===== config.mk =====
export PLATFORM = sky130hd
export DESIGN_NAME = mem_stage_lsu
export DESIGN_NICKNAME = d
export VERILOG_FILES = /design/src/rtl/lsu_pkg.sv /design/src/rtl/lsu_lane_unit.sv /design/src/rtl/mem_stage_lsu.sv
export SDC_FILE = /design/constraint.sdc
export NUM_CORES = 1
export LEC_CHECK = 0
export CAP_MARGIN = 25
export CELL_PAD_IN_SITES_DETAIL_PLACEMENT = 0
export CELL_PAD_IN_SITES_GLOBAL_PLACEMENT = 1
export CORE_MARGIN = 2
export CORE_UTILIZATION = 34
export DETAILED_ROUTE_END_ITERATION = 8
export PLACE_DENSITY_LB_ADDON = 0.1
export SYNTH_ARGS = -nofsm -noshare
export SYNTH_HDL_FRONTEND = slang
export SYNTH_SLANG_ARGS = --single-unit

===== constraint.sdc =====
create_clock -name clk -period 4.19 [get_ports clk]
set_input_delay 0.838 -clock clk [delete_from_list [all_inputs] [get_ports clk]]
set_output_delay 0.838 -clock clk [all_outputs]
set_load 0.1 [all_outputs]

===== src/rtl/lsu_pkg.sv =====
// Shared encodings for the MEM-stage load/store unit: funct3 codes, FSM states,
// memory geometry and the access legality check used by the top level.
package lsu_pkg;

    localparam int MEM_BYTES  = 256;
    localparam int LSU_ADDR_W = 6;

    localparam logic [2:0] F3_B  = 3'd0;
    localparam logic [2:0] F3_H  = 3'd1;
    localparam logic [2:0] F3_W  = 3'd2;
    localparam logic [2:0] F3_BU = 3'd4;
    localparam logic [2:0] F3_HU = 3'd5;

    localparam logic [0:0] ST_IDLE = 1'b0;
    localparam logic [0:0] ST_WR   = 1'b1;

    // True when the request must complete as a fault: bad encoding or misaligned address.
    function automatic logic access_fault(input logic is_load, input logic is_store,
                                          input logic [2:0] funct3, input logic [1:0] addr_lo);
        logic illegal;
        logic misaligned;
        illegal = (is_load && is_store)
               || (is_load && (funct3 == 3'd3 || funct3[2:1] == 2'b11))
               || (is_store && funct3 > F3_W);
        misaligned = (funct3 == F3_W && addr_lo != 2'b00)
                  || ((funct3 == F3_H || funct3 == F3_HU) && addr_lo[0]);
        return illegal || misaligned;
    endfunction

endpackage


===== src/rtl/lsu_lane_unit.sv =====
// Byte-lane datapath: extracts and extends load data, and merges sub-word store
// data into the word just read from memory.
module lsu_lane_unit
    import lsu_pkg::*;
(
    input  logic [2:0]  funct3,
    input  logic [1:0]  addr_lo,
    input  logic [31:0] rdata,
    input  logic [15:0] store_data,
    output logic [31:0] load_ext,
    output logic [31:0] merged
);

    logic [31:0] shifted;
    logic [3:0]  byte_en;

    assign shifted = rdata >> {addr_lo, 3'b000};

    always_comb begin
        case (funct3)
            F3_B:    load_ext = {{24{shifted[7]}}, shifted[7:0]};
            F3_H:    load_ext = {{16{shifted[15]}}, shifted[15:0]};
            F3_BU:   load_ext = {24'h0, shifted[7:0]};
            F3_HU:   load_ext = {16'h0, shifted[15:0]};
            default: load_ext = shifted;
        endcase
    end

    always_comb begin
        byte_en = 4'b0000;
        if (funct3 == F3_B) begin
            byte_en = 4'b0001 << addr_lo;
        end else if (funct3 == F3_H) begin
            byte_en = addr_lo[1] ? 4'b1100 : 4'b0011;
        end
    end

    // SB replicates the low byte into every lane; SH places its two bytes by lane parity.
    generate
        for (genvar gi = 0; gi < 4; gi++) begin : g_lane
            logic [7:0] lane_src;
            assign lane_src = (funct3 == F3_B) ? store_data[7:0] : store_data[(gi % 2) * 8 +: 8];
            assign merged[gi * 8 +: 8] = byte_en[gi] ? lane_src : rdata[gi * 8 +: 8];
        end
    endgenerate

endmodule


===== src/rtl/mem_stage_lsu.sv =====
// MEM-stage load/store unit driving a word-wide data memory; sub-word stores
// are done as a read in IDLE followed by a full-word write in ST_WR.
module mem_stage_lsu
    import lsu_pkg::*;
#(
    parameter int ADDR_W = LSU_ADDR_W
) (
    input  logic              clk,
    input  logic              rst,
    input  logic              lsu_valid,
    input  logic              lsu_is_load,
    input  logic              lsu_is_store,
    input  logic [2:0]        lsu_funct3,
    input  logic [31:0]       lsu_addr,
    input  logic [31:0]       lsu_store_data,
    output logic              lsu_stall,
    output logic              lsu_done,
    output logic [31:0]       lsu_load_data,
    output logic              lsu_fault,
    output logic [ADDR_W-1:0] dm_addr,
    output logic [31:0]       dm_wdata,
    output logic              dm_we,
    input  logic [31:0]       dm_rdata
);

    logic [0:0]        state_reg, state_next;
    logic [31:0]       wbuf_reg, wbuf_next;
    logic [ADDR_W-1:0] addr_reg, addr_next;
    logic              done_reg, done_next;
    logic              fault_reg, fault_next;
    logic [31:0]       load_data_reg, load_data_next;

    logic [ADDR_W-1:0] req_addr;
    logic [31:0]       load_ext;
    logic [31:0]       merged;
    logic              accept;
    logic              req_fault;
    logic              unused_addr_hi;

    // Upper address bits are dropped so accesses wrap modulo the memory size.
    assign req_addr       = lsu_addr[ADDR_W+1:2];
    assign unused_addr_hi = ^lsu_addr[31:ADDR_W+2];
    assign accept         = lsu_valid && (lsu_is_load || lsu_is_store);
    assign req_fault      = access_fault(lsu_is_load, lsu_is_store, lsu_funct3, lsu_addr[1:0]);

    lsu_lane_unit u_lane (
        .funct3     (lsu_funct3),
        .addr_lo    (lsu_addr[1:0]),
        .rdata      (dm_rdata),
        .store_data (lsu_store_data[15:0]),
        .load_ext   (load_ext),
        .merged     (merged)
    );

    always_comb begin
        state_next     = state_reg;
        wbuf_next      = wbuf_reg;
        addr_next      = addr_reg;
        done_next      = 1'b0;
        fault_next     = 1'b0;
        load_data_next = load_data_reg;
        dm_addr        = req_addr;
        dm_wdata       = lsu_store_data;
        dm_we          = 1'b0;
        lsu_stall      = 1'b0;

        if (state_reg == ST_WR) begin
            dm_addr    = addr_reg;
            dm_wdata   = wbuf_reg;
            dm_we      = 1'b1;
            done_next  = 1'b1;
            state_next = ST_IDLE;
        end else if (accept) begin
            done_next = 1'b1;
            if (req_fault) begin
                fault_next     = 1'b1;
                load_data_next = 32'h0;
            end else if (lsu_is_load) begin
                load_data_next = load_ext;
            end else if (lsu_funct3 == F3_W) begin
                dm_we = 1'b1;
            end else begin
                lsu_stall  = 1'b1;
                wbuf_next  = merged;
                addr_next  = req_addr;
                state_next = ST_WR;
                done_next  = 1'b0;
            end
        end

        // A reset landing in ST_WR must not let the pending write escape.
        if (rst) begin
            dm_we     = 1'b0;
            lsu_stall = 1'b0;
        end
    end

    always_ff @(posedge clk) begin
        if (rst) begin
            state_reg     <= ST_IDLE;
            wbuf_reg      <= 32'h0;
            addr_reg      <= '0;
            done_reg      <= 1'b0;
            fault_reg     <= 1'b0;
            load_data_reg <= 32'h0;
        end else begin
            state_reg     <= state_next;
            wbuf_reg      <= wbuf_next;
            addr_reg      <= addr_next;
            done_reg      <= done_next;
            fault_reg     <= fault_next;
            load_data_reg <= load_data_next;
        end
    end

    assign lsu_done      = done_reg;
    assign lsu_fault     = fault_reg;
    assign lsu_load_data = load_data_reg;

endmodule


* After elaboration in Yosys (flattened, before gate mapping)
Cells that the tools add are included.
** Operators by class
- $add $sub $neg :: 0
- Multiply operators :: 0
- Divide/modulo/power cells :: 0
- Order comparisons :: 1
- Eq/ne operators :: 6
- Shifts and indexed selects :: 2
- Muxes and demuxes :: 30
- Bitwise gates (word level) :: 5
- Reduce and logical (&&, ||, !) cells :: 19
** Operators with widths (count)
- case mux 32 bit (4 select lines) :: 1
- 2-to-1 mux 32 bit :: 3
- 2-to-1 mux 8 bit :: 5
- >> shifter 32 x 5 -> 32 bit :: 1
- 2-to-1 mux 1 bit :: 17
- 2-to-1 mux 4 bit :: 3
- logical OR 1 bit :: 7
- equality test 3 x 2 -> 1 bit, second input constant :: 2
- equality test 3 bit, second input constant :: 2
- logical AND 1 bit :: 6
- 2-to-1 mux 6 bit :: 1
- NOT 1 bit :: 5
- AND reduction 5 bit :: 1
- nonzero test 2 bit :: 2
- << shifter 1 x 2 -> 4 bit, first input constant :: 1
- equality test 3 x 1 -> 1 bit, second input constant :: 1
- > comparator 3 x 2 -> 1 bit, second input constant :: 1
- zero test 3 bit :: 1
- AND reduction 3 bit :: 1
- OR reduction 3 bit :: 1
- equality test 2 bit, second input constant :: 1
** Storage, ports and cells
- Flip-flop bits (word level) :: 73
- Bits in latches :: 0
- Memory bits (writable) :: 0
- ROM bits :: 0
- Output and inout bits :: 74
- Word-level logic and storage cells :: 69
- Memories :: 0

* Depth between registers and ports, before layout
- Depth in word-level cells :: 10
- Gate-level depth with buffers :: 8
- Gate-level depth less buffers :: 5

* Cells and area by module
From an unflattened synthesis, not the netlist that was laid out.
** Second synthesis, totals
- Cells, all modules :: 592
- Area total of the unflattened synthesis :: 5313.8 µm²
** Modules (own cells, without submodules)
- mem_stage_lsu :: times used 1, cells an instance 421, area each 3970.1 µm², sequential area each 1461.4 µm²
- lsu_lane_unit :: times used 1, cells an instance 171, area each 1343.8 µm², sequential area each 0.0 µm²

* Worst setup path before layout
Ideal clock, no wire load.
- Kind :: input to output
- From :: input lsu_addr[1]
- To :: output dm_we
- Arrival :: 3.191 ns
- Slack :: 0.161 ns
- Stages on the path :: 8
- Path through :: buf_2 or2_1 a21oi_2 and2_1 buf_2 buf_6 a21oi_1 nor2_1
** Between the ends
- Word-level cells in the longest chain between the ends :: 8
** RTL lines
- start, declared :: RTL line mem_stage_lsu.sv:14 : input logic [31:0] lsu_addr,
- nonzero test 2 bit :: RTL line lsu_pkg.sv:25 : misaligned = (funct3 == F3_W && addr_lo != 2'b00)
- logical AND 1 bit :: RTL line lsu_pkg.sv:25
- logical OR 1 bit :: RTL line lsu_pkg.sv:26 : || ((funct3 == F3_H || funct3 == F3_HU) && addr_lo[0]);
- logical OR 1 bit :: RTL line lsu_pkg.sv:27 : return illegal || misaligned;
- 2-to-1 mux 1 bit :: RTL line mem_stage_lsu.sv:75 : if (req_fault) begin
- 2-to-1 mux 1 bit :: RTL line mem_stage_lsu.sv:73 : end else if (accept) begin
- 2-to-1 mux 1 bit :: RTL line mem_stage_lsu.sv:67 : if (state_reg == ST_WR) begin
- 2-to-1 mux 1 bit :: RTL line mem_stage_lsu.sv:92 : if (rst) begin
- end, declared :: RTL line mem_stage_lsu.sv:22 : output logic dm_we,
Every way passes these cells.

* Worst setup path in the final report
- From :: input lsu_funct3[0]
- To :: output dm_we
** Between the ends
- Word-level cells in the longest chain between the ends :: 10
- Elaborated cells on any way between the ends :: 21
- Classes of those cells :: order compare (1); eq/ne (4); mux (6); reduce/logical (10)
** RTL lines
- start, declared :: RTL line mem_stage_lsu.sv:13 : input logic [2:0] lsu_funct3,
- parallel branches: the longest is 6 deep, another holds > comparator 3 x 2 -> 1 bit
- 2-to-1 mux 1 bit * :: RTL line mem_stage_lsu.sv:75
- 2-to-1 mux 1 bit * :: RTL line mem_stage_lsu.sv:73
- 2-to-1 mux 1 bit * :: RTL line mem_stage_lsu.sv:67
- 2-to-1 mux 1 bit * :: RTL line mem_stage_lsu.sv:92
Mark *: on every way between the ends.

==> impl_results.html <==
<table>
<tr><th>Metric</th><th>Value</th></tr>
<tr><th colspan="2">Timing</th></tr>
<tr><td>Slew Viols, Final</td><td>0</td></tr>
<tr><td>Time the final worst path needs with I/O delays and setup</td><td>3.54 ns</td></tr>
<tr><td>Final hold viol count</td><td>0</td></tr>
<tr><td>Share of the cycle needed by the critical path after routing</td><td>84.5%</td></tr>
<tr><td>Number of setup violations in the final report</td><td>0</td></tr>
<tr><td>Tightest Pin Transition</td><td>0.970 ns</td></tr>
<tr><td>Fin Setup TNS</td><td>0 ns</td></tr>
<tr><td>RSZ-0062 raised after global routing</td><td>false</td></tr>
<tr><td>Relative slew slack</td><td>35.2%</td></tr>
<tr><td>Worst clock skew</td><td>0.00525 ns</td></tr>
<tr><td>Highest clock rate</td><td>283 MHz</td></tr>
<tr><th colspan="2">Global routing</th></tr>
<tr><td>Pin count of the biggest net entering global routing</td><td>50</td></tr>
<tr><td>Initial antenna violation count</td><td>0</td></tr>
<tr><td>Vias in the first global route</td><td>3840</td></tr>
<tr><td>First-pass GRT wire length</td><td>21400 um</td></tr>
<tr><td>Combined global-route utilization of all metal layers</td><td>20.8%</td></tr>
<tr><td>Aggregate global routing overflow</td><td>0</td></tr>
<tr><th colspan="2">Placement</th></tr>
<tr><td>Number of buffers added on ports</td><td>153</td></tr>
<tr><td>Placed cells</td><td>777</td></tr>
<tr><td>RePlAce Congestion</td><td>0.829</td></tr>
<tr><td>Detailed-placement wirelength estimate</td><td>10400 um</td></tr>
<tr><th colspan="2">Floorplan</th></tr>
<tr><td>Core Box Area</td><td>12500 um2</td></tr>
<tr><td>Die Outline Area</td><td>13600 um2</td></tr>
<tr><td>Die span in x</td><td>116 um</td></tr>
<tr><td>Std-Cell Rows</td><td>41</td></tr>
<tr><td>IO Pins</td><td>178</td></tr>
<tr><td>Starting utilization of the core area</td><td>34.5%</td></tr>
<tr><td>Vertical die dimension</td><td>116 um</td></tr>
<tr><th colspan="2">Synth</th></tr>
<tr><td>Average instance area after synthesis</td><td>8.79 um2</td></tr>
<tr><td>Most used flip-flop cell after synthesis</td><td>sky130_fd_sc_hd__dfxtp_1</td></tr>
<tr><td>Post-synthesis net count</td><td>593</td></tr>
<tr><td>Cell area after synthesis</td><td>4300 um2</td></tr>
<tr><td>Sequential area share after synthesis</td><td>34.0%</td></tr>
<tr><td>Share of async-settable or async-resettable flops after synthesis</td><td>0%</td></tr>
<tr><td>Count of different cell masters after synthesis</td><td>42</td></tr>
<tr><td>Number of warnings reported in the yosys synthesis log</td><td>0</td></tr>
<tr><td>Seq cells post-synth</td><td>73</td></tr>
<tr><td>Synthesized netlist cell count</td><td>489</td></tr>
<tr><td>Number of synthesized flops with an enable pin</td><td>0</td></tr>
<tr><th colspan="2">Setup path</th></tr>
<tr><td>Required time reported for the critical path endpoint</td><td>3.35 ns</td></tr>
<tr><td>CP Data Arrival Time</td><td>2.70 ns</td></tr>
<tr><td>Worst setup path class</td><td>in -&gt; out</td></tr>
<tr><td>Capturing element type of the critical path</td><td>primary output</td></tr>
<tr><td>Setup slack, reg-to-reg</td><td>2.11 ns</td></tr>
<tr><td>Startpoint types</td><td>input pin</td></tr>
<tr><td>Maximum net fanout on the critical path</td><td>9</td></tr>
<tr><th colspan="2">Route</th></tr>
<tr><td>Routed Wire Length</td><td>13900 um</td></tr>
<tr><td>DRC marker count from the first detailed-route iteration</td><td>255</td></tr>
<tr><td>Post-DR wirelength/cell</td><td>17.6 um</td></tr>
<tr><td>Number of routed nets with antenna violations</td><td>0</td></tr>
<tr><td>Final routed DRC violation total</td><td>0</td></tr>
<tr><td>Total vias in the final route</td><td>4104</td></tr>
<tr><td>Initial DRT Pass Iterations</td><td>4</td></tr>
<tr><td>Average via count per standard cell</td><td>5.18</td></tr>
<tr><th colspan="2">CTS</th></tr>
<tr><td>Number of CTS-inserted buffers</td><td>9</td></tr>
<tr><td>Number of hold-repair buffers added at the cts stage</td><td>0</td></tr>
<tr><td>Max H-tree Level</td><td>3</td></tr>
<tr><td>Post-CTS setup buffers</td><td>0</td></tr>
<tr><td>TritonCTS clock tree</td><td>built</td></tr>
<tr><td>Clock-pin slew on the worst setup and hold paths</td><td>0.05 ns</td></tr>
<tr><td>Clock Sinks</td><td>73</td></tr>
<tr><td>Clock latency of the later-clocked register in the worst-skew pair</td><td>0.34 ns</td></tr>
<tr><td>Cts repair resizes</td><td>0</td></tr>
<tr><td>Clk buf depth</td><td>2</td></tr>
<tr><td>CTS root buf</td><td>sky130_fd_sc_hd__clkbuf_16</td></tr>
<tr><th colspan="2">Cells and area</th></tr>
<tr><td># nets final</td><td>721</td></tr>
<tr><td>Share of layout cells above drive strength 1</td><td>22.1%</td></tr>
<tr><td>Syn-to-layout area delta</td><td>41.8%</td></tr>
<tr><td># fillers</td><td>1200</td></tr>
<tr><td>Antenna Diode Count</td><td>0</td></tr>
<tr><td>Highest-count cells in the layout ignoring fill and taps</td><td>sky130_fd_sc_hd__clkdlybuf4s50_1, sky130_fd_sc_hd__nand2_1, sky130_fd_sc_hd__dfxtp_1</td></tr>
<tr><td>Final cell count without fillers</td><td>793</td></tr>
<tr><td>Most common cell after layout, fill and taps aside</td><td>sky130_fd_sc_hd__clkdlybuf4s50_1</td></tr>
<tr><th colspan="2">Flow run</th></tr>
<tr><td>Max capacitance violation total</td><td>0</td></tr>
<tr><th colspan="2">Pwr</th></tr>
<tr><td>Max rail drop VDD</td><td>0.166 mV</td></tr>
<tr><td>Lkg Pwr</td><td>2.23 nW</td></tr>
<tr><td>PD cells</td><td>346 nW/um2</td></tr>
<tr><th colspan="2">Worst hold path</th></tr>
<tr><td>Type of the most critical hold path</td><td>reg -&gt; reg</td></tr>
<tr><th colspan="2">Run status</th></tr>
<tr><td>Run status</td><td>complete, no violations</td></tr>
</table>
[logic make-up (layout without fill, tap and decap cells)]
kind of cell	count (synthesis)	after routing	synth area share (%)
flip-flops	73	73	34.0
multiplexers	86	86	21.6
AND/OR/NAND/NOR	144	144	14.9
buffers and inverters	49	181	5.85
AO/OA/AOI/OAI	137	137	23.6
[path summary, 6_finish.rpt]
kind	startpoint	endpoint	cells after the start
max	lsu_funct3[0]	dm_we	7
min	lsu_load_data[14]	lsu_load_data[14]	2
max reg2reg	state_reg	wbuf_reg[19]	5
min reg2reg	lsu_load_data[14]	lsu_load_data[14]	2
[synth_stat cells (all sizes together), types with 7 or more instances]
| master | count | area (um2) |
|---|---|---|
| nand3 | 27 | 135 |
| o21ai | 18 | 93.8 |
| dfxtp | 73 | 1460 |
| nand2 | 76 | 285 |
| mux2 | 45 | 507 |
| a21oi | 43 | 219 |
| a2bb2oi | 8 | 70.1 |
| buf | 24 | 158 |
| mux2i | 40 | 400 |
| o41ai | 8 | 85.1 |
| o2111ai | 7 | 61.3 |
| a21boi | 8 | 60.1 |
| a211oi | 17 | 208 |
| o31ai | 8 | 60.1 |
| o211ai | 16 | 120 |
| nor2 | 24 | 90.1 |
| clkbuf | 23 | 86.3 |
[layer usage]
metal	up-vias	part of all wire, %	track usage (%)
li1	2050	-	-
met1	1922	49	29.6
met2	119	46	31.9
met3	13	4.4	3.68
met4	0	1.3	7.14
met5	-	0	0
[area by class of cell]
cell class              instances  area, um2  share of cell area, %
clock inverters                 3       17.5                  0.287
clock buffers                  12        246                   4.04
repair buffers                164       1560                   25.6
flip-flops and latches         73       1460                   24.0
inverters                       2       7.51                  0.123
well taps                     172        215                   3.53
multi-input cells             367       2590                   42.4
[power breakdown]
group	switching (mW)	internal [mW]
combinational	0.463	0.210
clock	0.290	0.412
sequential	0.0151	0.722
[critical path: stages]
cell                              delay [ns]
sky130_fd_sc_hd__clkdlybuf4s50_1        0.67
sky130_fd_sc_hd__a211oi_1               0.14
sky130_fd_sc_hd__or3_1                  0.43
sky130_fd_sc_hd__and2_1                 0.17
sky130_fd_sc_hd__a21oi_1                0.15
sky130_fd_sc_hd__nor2_1                 0.10
sky130_fd_sc_hd__buf_12                 0.20
[per-stage QoR]
step                      instance area (um2)  util [%]  setup slack (ns)  hold slack [ns]  power [mW]
after floorplan                          4300         -             0.161            0.428        1.23
after global placement                   5810      46.6             0.667            0.439        1.42
after detailed placement                 5810      46.6             0.667            0.442        1.42
after CTS                                6070      48.7             0.651            0.450        2.13
after global routing                     6090      48.9             0.439            0.464        2.19
final                                    6090      48.9             0.651            0.445        2.11
(Power assumes the default switching activity.)
